<file path="config.mk">
export PLATFORM = sky130hd
export DESIGN_NAME = flash_command_sequencer_flat
export DESIGN_NICKNAME = d
export VERILOG_FILES = /design/src/rtl/flash_command_sequencer_if.sv /design/src/rtl/flash_command_sequencer.sv /design/src/flat_wrapper.sv
export SDC_FILE = /design/constraint.sdc
export NUM_CORES = 1
export LEC_CHECK = 0
export ABC_CLOCK_PERIOD_IN_PS = 8000
export CORE_AREA = 2 2 106 159
export CTS_CLUSTER_SIZE = 40
export DETAILED_ROUTE_END_ITERATION = 8
export DIE_AREA = 0 0 108 161
export GPL_TIMING_DRIVEN = 0
export PLACE_DENSITY_LB_ADDON = 0.12
export SLEW_MARGIN = 20
export SYNTH_ARGS = -nofsm -noshare
export SYNTH_HDL_FRONTEND = slang
export SYNTH_SLANG_ARGS = --single-unit
</file>
<file path="constraint.sdc">
create_clock -name MB_CLK -period 8 [get_ports MB_CLK]
set_clock_uncertainty 0.1 [all_clocks]
set_input_delay 2 -clock MB_CLK [delete_from_list [all_inputs] [get_ports MB_CLK]]
set_output_delay 2 -clock MB_CLK [all_outputs]
set_load 0.01 [all_outputs]
</file>
<file path="src/rtl/flash_command_sequencer_if.sv">
// Host command handshake and FLASH bus of the command sequencer.
// The slave modport is the sequencer side; the master modport is the host/FLASH side.
interface flash_command_sequencer_if #(
   parameter int ADDR_WIDTH = 19
);
   logic                  CMD_VALID;
   logic                  CMD_READY;
   logic [1:0]            CMD_OP;
   logic [ADDR_WIDTH-1:0] CMD_ADDR;
   logic [15:0]           CMD_DATA;
   logic                  BUSY;
   logic                  DONE;
   logic                  ERROR;
   logic [ADDR_WIDTH-1:0] FLASH_A;
   logic [15:0]           FLASH_DQ_OUT;
   logic                  FLASH_DQ_OE;
   logic [15:0]           FLASH_DQ_IN;
   logic [1:0]            FLASH_WR;
   logic [1:0]            FLASH_RD;

   modport slave (
      input  CMD_VALID, CMD_OP, CMD_ADDR, CMD_DATA, FLASH_DQ_IN,
      output CMD_READY, BUSY, DONE, ERROR,
             FLASH_A, FLASH_DQ_OUT, FLASH_DQ_OE, FLASH_WR, FLASH_RD
   );

   modport master (
      output CMD_VALID, CMD_OP, CMD_ADDR, CMD_DATA, FLASH_DQ_IN,
      input  CMD_READY, BUSY, DONE, ERROR,
             FLASH_A, FLASH_DQ_OUT, FLASH_DQ_OE, FLASH_WR, FLASH_RD
   );
endinterface

</file>
<file path="src/rtl/flash_command_sequencer.sv">
// JEDEC command sequencer for the Kickstart FLASH pair: unlock/program/erase
// write cycles followed by DQ6 toggle polling with DQ5 fault and timeout checks.
module flash_command_sequencer #(
   parameter int WE_PULSE_CYCLES = 4,
   parameter int RD_CYCLES       = 3,
   parameter int TIMEOUT_CYCLES  = 1048576,
   parameter int ADDR_WIDTH      = 19
) (
   input logic                      MB_CLK,
   input logic                      RESET,
   flash_command_sequencer_if.slave bus
);

   localparam int MAX_CYC = (WE_PULSE_CYCLES > RD_CYCLES) ? WE_PULSE_CYCLES : RD_CYCLES;
   localparam int CW      = $clog2(MAX_CYC + 1);
   localparam int TW      = $clog2(TIMEOUT_CYCLES + 1);
   localparam logic [CW-1:0] WE_LAST = CW'(WE_PULSE_CYCLES - 1);
   localparam logic [CW-1:0] RD_LAST = CW'(RD_CYCLES - 1);
   localparam logic [TW-1:0] TO_MAX  = TW'(TIMEOUT_CYCLES - 1);
   localparam logic [ADDR_WIDTH-1:0] A555 = ADDR_WIDTH'(11'h555);
   localparam logic [ADDR_WIDTH-1:0] A2AA = ADDR_WIDTH'(11'h2AA);

   typedef enum logic [2:0] {
      S_IDLE, S_WR_SETUP, S_WR_PULSE, S_WR_HOLD, S_RD_LOW, S_RD_REC, S_DONE
   } state_t;

   state_t                state_reg, state_next;
   logic [CW-1:0]         cnt_reg, cnt_next;
   logic [2:0]            wr_idx_reg, wr_idx_next;
   logic [1:0]            op_reg, op_next;
   logic [ADDR_WIDTH-1:0] addr_reg, addr_next;
   logic [15:0]           data_reg, data_next;
   logic                  rd_idx_reg, rd_idx_next;
   logic                  extra_reg, extra_next;
   logic                  fault_reg, fault_next;
   logic [TW-1:0]         to_cnt_reg, to_cnt_next;
   logic                  r_first6_reg, r_first6_next;
   logic [15:0]           r_second_reg, r_second_next;
   logic                  error_reg, error_next;
   logic [ADDR_WIDTH-1:0] a_reg, a_next;
   logic [15:0]           dq_reg, dq_next;
   logic [1:0]            wr_reg, wr_next;
   logic [1:0]            rd_reg, rd_next;
   logic                  oe_reg, oe_next;
   logic                  busy_reg, busy_next;
   logic                  done_reg, done_next;
   logic                  ready_reg, ready_next;

   logic [2:0]            last_idx;
   logic [ADDR_WIDTH-1:0] poll_addr;
   logic [ADDR_WIDTH+15:0] seq_word;

   // Address/data of write number idx within the command's unlock sequence.
   function automatic logic [ADDR_WIDTH+15:0] seq_lookup(
      input logic [1:0]            op,
      input logic [2:0]            idx,
      input logic [ADDR_WIDTH-1:0] addr,
      input logic [15:0]           data
   );
      logic [ADDR_WIDTH-1:0] a;
      logic [15:0]           d;
      a = addr;
      d = 16'h00F0;
      if (op != 2'b00) begin
         case (idx)
            3'd0:    begin a = A555; d = 16'h00AA; end
            3'd1:    begin a = A2AA; d = 16'h0055; end
            3'd2:    begin a = A555; d = (op == 2'b01) ? 16'h00A0 : 16'h0080; end
            3'd3:    begin
               if (op == 2'b01) begin a = addr; d = data; end
               else             begin a = A555; d = 16'h00AA; end
            end
            3'd4:    begin a = A2AA; d = 16'h0055; end
            default: begin
               if (op == 2'b11) begin a = A555; d = 16'h0010; end
               else             begin a = addr; d = 16'h0030; end
            end
         endcase
      end
      return {a, d};
   endfunction

   assign last_idx  = (op_reg == 2'b00) ? 3'd0 : (op_reg == 2'b01) ? 3'd3 : 3'd5;
   assign poll_addr = (op_reg == 2'b11) ? '0 : addr_reg;

   always_comb begin
      state_next    = state_reg;
      cnt_next      = cnt_reg;
      wr_idx_next   = wr_idx_reg;
      op_next       = op_reg;
      addr_next     = addr_reg;
      data_next     = data_reg;
      rd_idx_next   = rd_idx_reg;
      extra_next    = extra_reg;
      fault_next    = fault_reg;
      to_cnt_next   = to_cnt_reg;
      r_first6_next = r_first6_reg;
      r_second_next = r_second_reg;
      error_next    = error_reg;
      a_next        = a_reg;
      dq_next       = dq_reg;
      seq_word      = '0;

      case (state_reg)
         S_IDLE: begin
            if (bus.CMD_VALID) begin
               op_next     = bus.CMD_OP;
               addr_next   = bus.CMD_ADDR;
               data_next   = bus.CMD_DATA;
               error_next  = 1'b0;
               fault_next  = 1'b0;
               extra_next  = 1'b0;
               wr_idx_next = 3'd0;
               state_next  = S_WR_SETUP;
            end
         end
         S_WR_SETUP: begin
            cnt_next   = '0;
            state_next = S_WR_PULSE;
         end
         S_WR_PULSE: begin
            if (cnt_reg == WE_LAST) state_next = S_WR_HOLD;
            else                    cnt_next   = cnt_reg + 1'b1;
         end
         S_WR_HOLD: begin
            if (fault_reg) begin
               error_next = 1'b1;
               state_next = S_DONE;
            end else if (wr_idx_reg != last_idx) begin
               wr_idx_next = wr_idx_reg + 1'b1;
               state_next  = S_WR_SETUP;
            end else if (op_reg == 2'b00) begin
               error_next = 1'b0;
               state_next = S_DONE;
            end else begin
               cnt_next    = '0;
               rd_idx_next = 1'b0;
               to_cnt_next = '0;
               a_next      = poll_addr;
               state_next  = S_RD_LOW;
            end
         end
         S_RD_LOW: begin
            if (to_cnt_reg != TO_MAX) to_cnt_next = to_cnt_reg + 1'b1;
            if (cnt_reg == RD_LAST) begin
               if (rd_idx_reg) r_second_next = bus.FLASH_DQ_IN;
               else            r_first6_next = bus.FLASH_DQ_IN[6];
               state_next = S_RD_REC;
            end else begin
               cnt_next = cnt_reg + 1'b1;
            end
         end
         S_RD_REC: begin
            if (to_cnt_reg != TO_MAX) to_cnt_next = to_cnt_reg + 1'b1;
            cnt_next = '0;
            // A timeout ends polling at the end of whichever read hit it.
            if (to_cnt_reg == TO_MAX) begin
               fault_next = 1'b1;
               state_next = S_WR_SETUP;
            end else if (!rd_idx_reg) begin
               rd_idx_next = 1'b1;
               state_next  = S_RD_LOW;
            end else begin
               rd_idx_next = 1'b0;
               if (r_first6_reg == r_second_reg[6]) begin
                  error_next = (op_reg == 2'b01) ? (r_second_reg != data_reg)
                                                 : (r_second_reg != 16'hFFFF);
                  state_next = S_DONE;
               end else if (extra_reg) begin
                  fault_next = 1'b1;
                  state_next = S_WR_SETUP;
               end else begin
                  extra_next = r_second_reg[5];
                  state_next = S_RD_LOW;
               end
            end
         end
         S_DONE: begin
            state_next = S_IDLE;
         end
         default: begin
            state_next = S_IDLE;
         end
      endcase

      if (state_next == S_WR_SETUP) begin
         if (fault_next) begin
            a_next  = poll_addr;
            dq_next = 16'h00F0;
         end else begin
            seq_word = seq_lookup(op_next, wr_idx_next, addr_next, data_next);
            a_next   = seq_word[ADDR_WIDTH+15:16];
            dq_next  = seq_word[15:0];
         end
      end

      wr_next    = (state_next == S_WR_PULSE) ? 2'b00 : 2'b11;
      rd_next    = (state_next == S_RD_LOW)   ? 2'b00 : 2'b11;
      oe_next    = (state_next == S_WR_SETUP) || (state_next == S_WR_PULSE) ||
                   (state_next == S_WR_HOLD);
      busy_next  = (state_next != S_IDLE);
      done_next  = (state_next == S_DONE);
      ready_next = (state_next == S_IDLE);
   end

   always_ff @(posedge MB_CLK) begin
      if (!RESET) begin
         state_reg    <= S_IDLE;
         cnt_reg      <= '0;
         wr_idx_reg   <= '0;
         op_reg       <= '0;
         addr_reg     <= '0;
         data_reg     <= '0;
         rd_idx_reg   <= 1'b0;
         extra_reg    <= 1'b0;
         fault_reg    <= 1'b0;
         to_cnt_reg   <= '0;
         r_first6_reg <= 1'b0;
         r_second_reg <= '0;
         error_reg    <= 1'b0;
         a_reg        <= '0;
         dq_reg       <= '0;
         wr_reg       <= 2'b11;
         rd_reg       <= 2'b11;
         oe_reg       <= 1'b0;
         busy_reg     <= 1'b0;
         done_reg     <= 1'b0;
         ready_reg    <= 1'b1;
      end else begin
         state_reg    <= state_next;
         cnt_reg      <= cnt_next;
         wr_idx_reg   <= wr_idx_next;
         op_reg       <= op_next;
         addr_reg     <= addr_next;
         data_reg     <= data_next;
         rd_idx_reg   <= rd_idx_next;
         extra_reg    <= extra_next;
         fault_reg    <= fault_next;
         to_cnt_reg   <= to_cnt_next;
         r_first6_reg <= r_first6_next;
         r_second_reg <= r_second_next;
         error_reg    <= error_next;
         a_reg        <= a_next;
         dq_reg       <= dq_next;
         wr_reg       <= wr_next;
         rd_reg       <= rd_next;
         oe_reg       <= oe_next;
         busy_reg     <= busy_next;
         done_reg     <= done_next;
         ready_reg    <= ready_next;
      end
   end

   assign bus.CMD_READY    = ready_reg;
   assign bus.BUSY         = busy_reg;
   assign bus.DONE         = done_reg;
   assign bus.ERROR        = error_reg;
   assign bus.FLASH_A      = a_reg;
   assign bus.FLASH_DQ_OUT = dq_reg;
   assign bus.FLASH_DQ_OE  = oe_reg;
   assign bus.FLASH_WR     = wr_reg;
   assign bus.FLASH_RD     = rd_reg;

endmodule

</file>
<file path="src/flat_wrapper.sv">
// flat-port wrapper written by rule: the top's interface ports become plain ports
module flash_command_sequencer_flat 
#(
   parameter int WE_PULSE_CYCLES = 4,
   parameter int RD_CYCLES       = 3,
   parameter int TIMEOUT_CYCLES  = 1048576,
   parameter int ADDR_WIDTH      = 19
)
  (MB_CLK, RESET, bus_CMD_VALID, bus_CMD_OP, bus_CMD_ADDR, bus_CMD_DATA, bus_FLASH_DQ_IN, bus_CMD_READY, bus_BUSY, bus_DONE, bus_ERROR, bus_FLASH_A, bus_FLASH_DQ_OUT, bus_FLASH_DQ_OE, bus_FLASH_WR, bus_FLASH_RD);
  flash_command_sequencer_if #(.ADDR_WIDTH(ADDR_WIDTH)) bus_i ();
  input logic MB_CLK;
  input logic RESET;
  input wire logic [$bits(bus_i.CMD_VALID)-1:0] bus_CMD_VALID;
  input wire logic [$bits(bus_i.CMD_OP)-1:0] bus_CMD_OP;
  input wire logic [$bits(bus_i.CMD_ADDR)-1:0] bus_CMD_ADDR;
  input wire logic [$bits(bus_i.CMD_DATA)-1:0] bus_CMD_DATA;
  input wire logic [$bits(bus_i.FLASH_DQ_IN)-1:0] bus_FLASH_DQ_IN;
  output wire logic [$bits(bus_i.CMD_READY)-1:0] bus_CMD_READY;
  output wire logic [$bits(bus_i.BUSY)-1:0] bus_BUSY;
  output wire logic [$bits(bus_i.DONE)-1:0] bus_DONE;
  output wire logic [$bits(bus_i.ERROR)-1:0] bus_ERROR;
  output wire logic [$bits(bus_i.FLASH_A)-1:0] bus_FLASH_A;
  output wire logic [$bits(bus_i.FLASH_DQ_OUT)-1:0] bus_FLASH_DQ_OUT;
  output wire logic [$bits(bus_i.FLASH_DQ_OE)-1:0] bus_FLASH_DQ_OE;
  output wire logic [$bits(bus_i.FLASH_WR)-1:0] bus_FLASH_WR;
  output wire logic [$bits(bus_i.FLASH_RD)-1:0] bus_FLASH_RD;
  assign bus_i.CMD_VALID = bus_CMD_VALID;
  assign bus_i.CMD_OP = bus_CMD_OP;
  assign bus_i.CMD_ADDR = bus_CMD_ADDR;
  assign bus_i.CMD_DATA = bus_CMD_DATA;
  assign bus_i.FLASH_DQ_IN = bus_FLASH_DQ_IN;
  assign bus_CMD_READY = bus_i.CMD_READY;
  assign bus_BUSY = bus_i.BUSY;
  assign bus_DONE = bus_i.DONE;
  assign bus_ERROR = bus_i.ERROR;
  assign bus_FLASH_A = bus_i.FLASH_A;
  assign bus_FLASH_DQ_OUT = bus_i.FLASH_DQ_OUT;
  assign bus_FLASH_DQ_OE = bus_i.FLASH_DQ_OE;
  assign bus_FLASH_WR = bus_i.FLASH_WR;
  assign bus_FLASH_RD = bus_i.FLASH_RD;
  flash_command_sequencer #(.WE_PULSE_CYCLES(WE_PULSE_CYCLES), .RD_CYCLES(RD_CYCLES), .TIMEOUT_CYCLES(TIMEOUT_CYCLES), .ADDR_WIDTH(ADDR_WIDTH)) u_core (.MB_CLK(MB_CLK), .RESET(RESET), .bus(bus_i));
endmodule
</file>
======== Word level (Yosys, flattened, before mapping) ========
Index checks and enable logic that the tools add are counted.
operators by class
  add/sub/neg operators ................... 3
  equality and inequality tests ........... 42
  multiplexer cells ....................... 79
  bitwise operators ....................... 1
  reduce and logical (&&, ||, !) cells .... 26
operators by type and width
  kind                     number
  $mux W19                 12
  $mux W21                 4
  $mux W16                 5
  $pmux W16 S4             1
  $mux W3                  19
  $pmux W19 S3             1
  $pmux W21 S2             1
  $eq A3 B2 Y1 const B     8
  $mux W1                  22
  $ne A2 B2 Y1 const B     11
  $add A21 B1 Y21 const B  1
  $eq A21 B20 Y1 const B   1
  $ne A21 B20 Y1 const B   1
  $pmux W3 S6              1
  $ne A16 B16 Y1           1
  $ne A16 B16 Y1 const B   1
  $eq A3 B3 Y1 const B     5
  $reduce_and A5 Y1        3
  $mux W6                  2
  $pmux W3 S4              1
  $mux W2                  5
  $reduce_bool A2 Y1       5
  $eq A3 B1 Y1 const B     3
  $logic_not A3 Y1         3
  21 further kinds         34
word-level totals
  bits in registers ....................... 131
  input port bits ......................... 56
  output and inout bits ................... 44
  word-level logic and storage cells ...... 172

======== Longest topological paths before layout ========
  depth in word-level cells ............... 13
  gate-level depth with buffers ........... 12
  gate-level depth less buffers ........... 10

======== Worst setup path before layout ========
OpenSTA, ideal clock, no wires.
  kind .................................... in2reg
  start point ............................. input bus_CMD_VALID
  end point ............................... register u_core.a_reg[7] (netlist: u_core.bus.FLASH_A[7])
  library setup time ...................... 0.074 ns
  data arrival time ....................... 4.038 ns
  required time ........................... 7.826 ns
  slack ................................... 3.788 ns
  stages .................................. 9
  buffers on the path ..................... 1
  cell sequence ........................... nor4b_2 -> nand3b_1 -> o21a_1 -> nor4_2 -> o21a_1 -> a41oi_2 -> buf_6 -> or2_0 -> a31oi_1
on the way
  longest elaborated chain between the ends .. 8
  elaborated cells between the ends (all ways) .. 32
  those cells by class .................... eq/ne (10); mux (16); reduce/logical (6)
RTL lines
  element                                             line                            text
  start: declaration                                  flat_wrapper.sv:13              input wire logic [$bits(bus_i.CMD_VALID)-1:0] bus_CMD_VALID;
  $mux W3 / $mux W2 (equally long branches)           flash_command_sequencer.sv:106  if (bus.CMD_VALID) begin
  $pmux W3 S2 / $mux W2 (equally long branches)       flash_command_sequencer.sv:104  case (state_reg)
  $eq A3 B1 Y1 (tied with other cells)                flash_command_sequencer.sv:65   case (idx)
  $reduce_or A2 Y1 (no line) (tied with other cells)  -
  $pmux W19 S3                                        flash_command_sequencer.sv:65
  $mux W19                                            flash_command_sequencer.sv:64   if (op != 2'b00) begin
  $mux W19                                            flash_command_sequencer.sv:187  if (fault_next) begin
  $mux W19                                            flash_command_sequencer.sv:186  if (state_next == S_WR_SETUP) begin
  end signal: assignment                              flash_command_sequencer.sv:243  a_reg <= a_next;
  end: declaration                                    flash_command_sequencer.sv:40   logic [ADDR_WIDTH-1:0] a_reg, a_next;
Several ways; a longest one is shown, not always the timed one.
A chain may end at the register's enable or synchronous reset.

======== Final worst setup path ========
  start point ............................. input bus_CMD_VALID
  end point ............................... register u_core.dq_reg[4] (netlist: u_core.bus.FLASH_DQ_OUT[4])
on the way
  longest elaborated chain between the ends .. 7
  elaborated cells between the ends (all ways) .. 23
  those cells by class .................... eq/ne (6); mux (14); reduce/logical (3)
RTL lines
  element                                                        line                            text
  $mux W3 / $mux W2 (equally long branches)                      flash_command_sequencer.sv:106
  $pmux W3 S2 / $mux W2 (equally long branches)                  flash_command_sequencer.sv:104
  $eq A3 B1 Y1 (tied with other cells)                           flash_command_sequencer.sv:65
  $reduce_or A2 Y1 (no line) / $mux W16 (equally long branches)  -
  $pmux W16 S4                                                   flash_command_sequencer.sv:65
  $mux W16                                                       flash_command_sequencer.sv:64
  $mux W16                                                       flash_command_sequencer.sv:187
  end signal: assignment                                         flash_command_sequencer.sv:244  dq_reg <= dq_next;
  end: declaration                                               flash_command_sequencer.sv:41   logic [15:0] dq_reg, dq_next;
Several ways; a longest one is shown, not always the timed one.

==> summary.txt <==
Floorplan
  – Die X: about 110 microns
  – Die Y-Extent: 161 microns
  – Initial core utilization: 0.391
  – I/O pin count: 100
  – Core area: between 15000 and 20000 sq um
  – Die Area: roughly 17000 sq um
  – Site Rows: 57

Routing
  – Wire length per cell: 17.6 microns
  – Vias per Instance: around 5.3
  – Post-Route WL: ~19 mm
  – WL met3: roughly 940 microns
  – Drt first pass iters: 5
  – DRT iter0 DRCs: around 340
  – Via count: between 5k and 6k
  – Met2 wire length: approximately 9.9 mm
  – Post-DRT Antenna Nets: 0
  – Uppermost layer routed: met4
  – WL met1: between 7 and 8 mm
  – Drt drc: 0

Synth
  – Post-synthesis sequential area ratio: 0.412
  – Avg Cell Area, Syn: 8.71 sq um
  – #FFs+latches synth: 129
  – Post-Syn Nets: between 700 and 800
  – YS warnings: 0
  – Ys async rst share: 0
  – Synthesized area: ~6300 sq um
  – Synth Instances: 720
  – Main synth FF type: dfxtp_1
  – Post-synth cell types: 64
  – EDFF count, synth: 0

Timing
  – Tightest Pin Transition: approximately 1100 ps
  – Final setup vio count: 0
  – Final hold slack: between 300 and 400 ps
  – Pins over their slew limit: 0
  – Unrepaired setup endpoints after global routing: no
  – Max Fclk: approximately 190 MHz
  – Final Cycle Share: 0.650
  – Final Hold Viols: 0
  – TNS Setup: 0 ps
  – Slew headroom: 0.273
  – Post-layout minimum cycle time: ~5200 ps

Layout
  – Max reg flops: 21
  – Most frequent cells in the layout: dfxtp_1 (129), clkdlybuf4s50_1 (98), nand2_1 (76)
  – Share of cells above drive strength 1: 0.0729
  – N_diodes: 0
  – Commonest non-fill, non-tap cell in the layout: dfxtp_1
  – Final #Nets: around 900
  – Fill count: 1551
  – Area grow syn2layout: 29.1%

Placement
  – PortBufs: a little under 100
  – GP Congestion: a little over 0.9
  – Hpwl dp: 14.0 mm

Critical path
  – Crit. End Element: flip-flop
  – R2r worst-path depth: 11
  – Crit Reg-Reg Endpoint: u_core.bus.FLASH_A[13]
  – Crit-path cells: clkdlybuf4s50_1, nor4b_2, clkbuf_1, buf_1, mux2i_1, nor2_1, o21ai_0, a21oi_1
  – Worst setup SP type: input pin
  – Reg-to-reg slack, setup: roughly 4300 ps
  – Kind of critical path: in -> reg
  – Worst path slowest cell: nor4b_2
  – CP required: between 8000 and 9000 ps
  – Critical Path Max Stage Delay: ~750 ps
  – Worst r2r src: u_core.state_reg[2]
  – Crit-path max FO: 10
  – CP arrival: roughly 5400 ps

Run
  – Max cap viols: 0

CTS
  – Number of CTS-inserted buffers: 17
  – Setup Buffers After CTS: 0
  – Max clock buf depth: 2
  – Sink Count: 129
  – Clock Tree Root: clkbuf_16
  – Post-CTS sizing: 0
  – Post-CTS Hold Fix Bufs: 0
  – Depth of the CTS H-tree: 4
  – TritonCTS clock tree: done
  – Clk_lat worst skew: between 400 and 500 ps
  – CTS clk-pin slew, worst paths: 60 ps

Power
  – Leak Pwr: between 3 and 4 nW
  – Total power density per cell area: 216 nW/um^2
  – VDD IR-drop max: between 0.1 and 0.15 mV
  – Total power: about 1.8 mW

GRT
  – Initial antenna violation count: 0
  – First-pass GRT wire length: between 20 and 30 mm
  – Largest net degree at the start of global routing: 17
  – Total congestion overflow: 0
  – GRT Util Overall: 0.219
  – Vias in the first global route: slightly below 6k

Min path
  – HP Class: reg -> reg
  – Worst Hold Launch: u_core.to_cnt_reg[20]
  – Worst hold stages: 2
  – Worst hold endpoint: u_core.to_cnt_reg[20]

Run status
  – Status: finished clean
[critical path: cells and delay by family]
family / cells / cell delay [ps]
AOI/OAI and AO/OA: 2 / 300
muxes: 1 / 410
and+or+nand+nor: 2 / 860
buffers and inverters: 3 / 1800
[layer usage]
layer | GRT usage | vias up
met5 | 0 | -
met3 | 0.0658 | 23
li1 | - | 2801
met1 | 0.238 | 2702
met2 | 0.404 | 119
met4 | 0.0618 | 0
[through the flow]
step	worst slack (ps)	area, sq um	utilization	instances
floorplan	3790	6270	-	720
global placement	2320	7510	0.468	1024
detailed placement	2300	7510	0.468	1024
CTS	2740	8100	0.505	1056
global route	2590	8100	0.505	1056
finish	2800	8100	0.505	1056
[synthesized netlist by cell type (3+ instances only)]
cell type	count	area, sq um
or2_2	4	25.0
a2bb2oi_1	8	70.1
dfxtp_1	129	2580
nor3b_1	9	67.6
or3_1	6	37.5
o31ai_1	3	22.5
o21ai_0	44	220
nand4_1	6	37.5
o21a_1	4	30.0
nand2_1	76	285
buf_2	4	20.0
nor2b_1	48	300
xnor2_1	4	35.0
a31oi_1	14	87.6
and2_1	11	68.8
a22o_1	8	70.1
nor3_1	16	80.1
a21boi_0	18	135
and3_1	7	43.8
inv_1	6	22.5
a21oi_1	59	295
mux2i_1	43	430
a211oi_1	4	30.0
ha_1	5	62.6
xor2_1	23	201
nand3_1	18	90.1
a21o_1	9	67.6
and4_1	5	43.8
buf_6	4	45.0
o22ai_1	9	56.3
nor2_1	42	158
clkbuf_1	29	109
a21boi_1	4	30.0
nand3b_1	3	22.5
[where the power goes]
part | internal (mW) | total, mW | switching (mW) | leakage, nW
Sequential | 0.679 | 0.703 | 0.0245 | 1.05
Clock | 0.462 | 0.768 | 0.306 | 0.277
Combinational | 0.129 | 0.281 | 0.152 | 1.74
Total | 1.27 | 1.75 | 0.482 | 3.07
[cell families after synthesis]
logic type               after synthesis  synth area share
AO/OA/AOI/OAI                        201             0.210
XOR/XNOR                              27            0.0377
adder cells (fa/ha/maj)                5           0.00997
buffers and inverters                 46            0.0343
flip-flops                           129             0.412
multiplexers                          43            0.0686
AND/OR/NAND/NOR                      269             0.227
[final cells by class]
class                           count  area (sq um)  share of cell area
Multi-Input combinational cell    545          3470               0.429
Sequential cell                   129          2580               0.319
Timing Repair Buffer               98           981               0.121
Clock buffer                       18           429              0.0530
Tap cell                          206           258              0.0318
Buffer                             40           193              0.0238
Clock inverter                     14           158              0.0195
Inverter                            6          22.5             0.00278
[how the worst max path moves through the flow]
stage / from / endpoint / cells after the start
2_1_floorplan: bus_CMD_VALID / u_core.bus.FLASH_A[7] / 9
4_1_cts: bus_CMD_VALID / u_core.bus.FLASH_DQ_OUT[4] / 8
3_3_place_gp: bus_CMD_VALID / u_core.bus.FLASH_DQ_OUT[4] / 8
6_report: bus_CMD_VALID / u_core.bus.FLASH_DQ_OUT[4] / 8
3_5_place_dp: bus_CMD_VALID / u_core.bus.FLASH_DQ_OUT[4] / 8
5_1_grt: bus_CMD_VALID / u_core.bus.FLASH_DQ_OUT[4] / 8
Power figures use the tool's default switching activity.
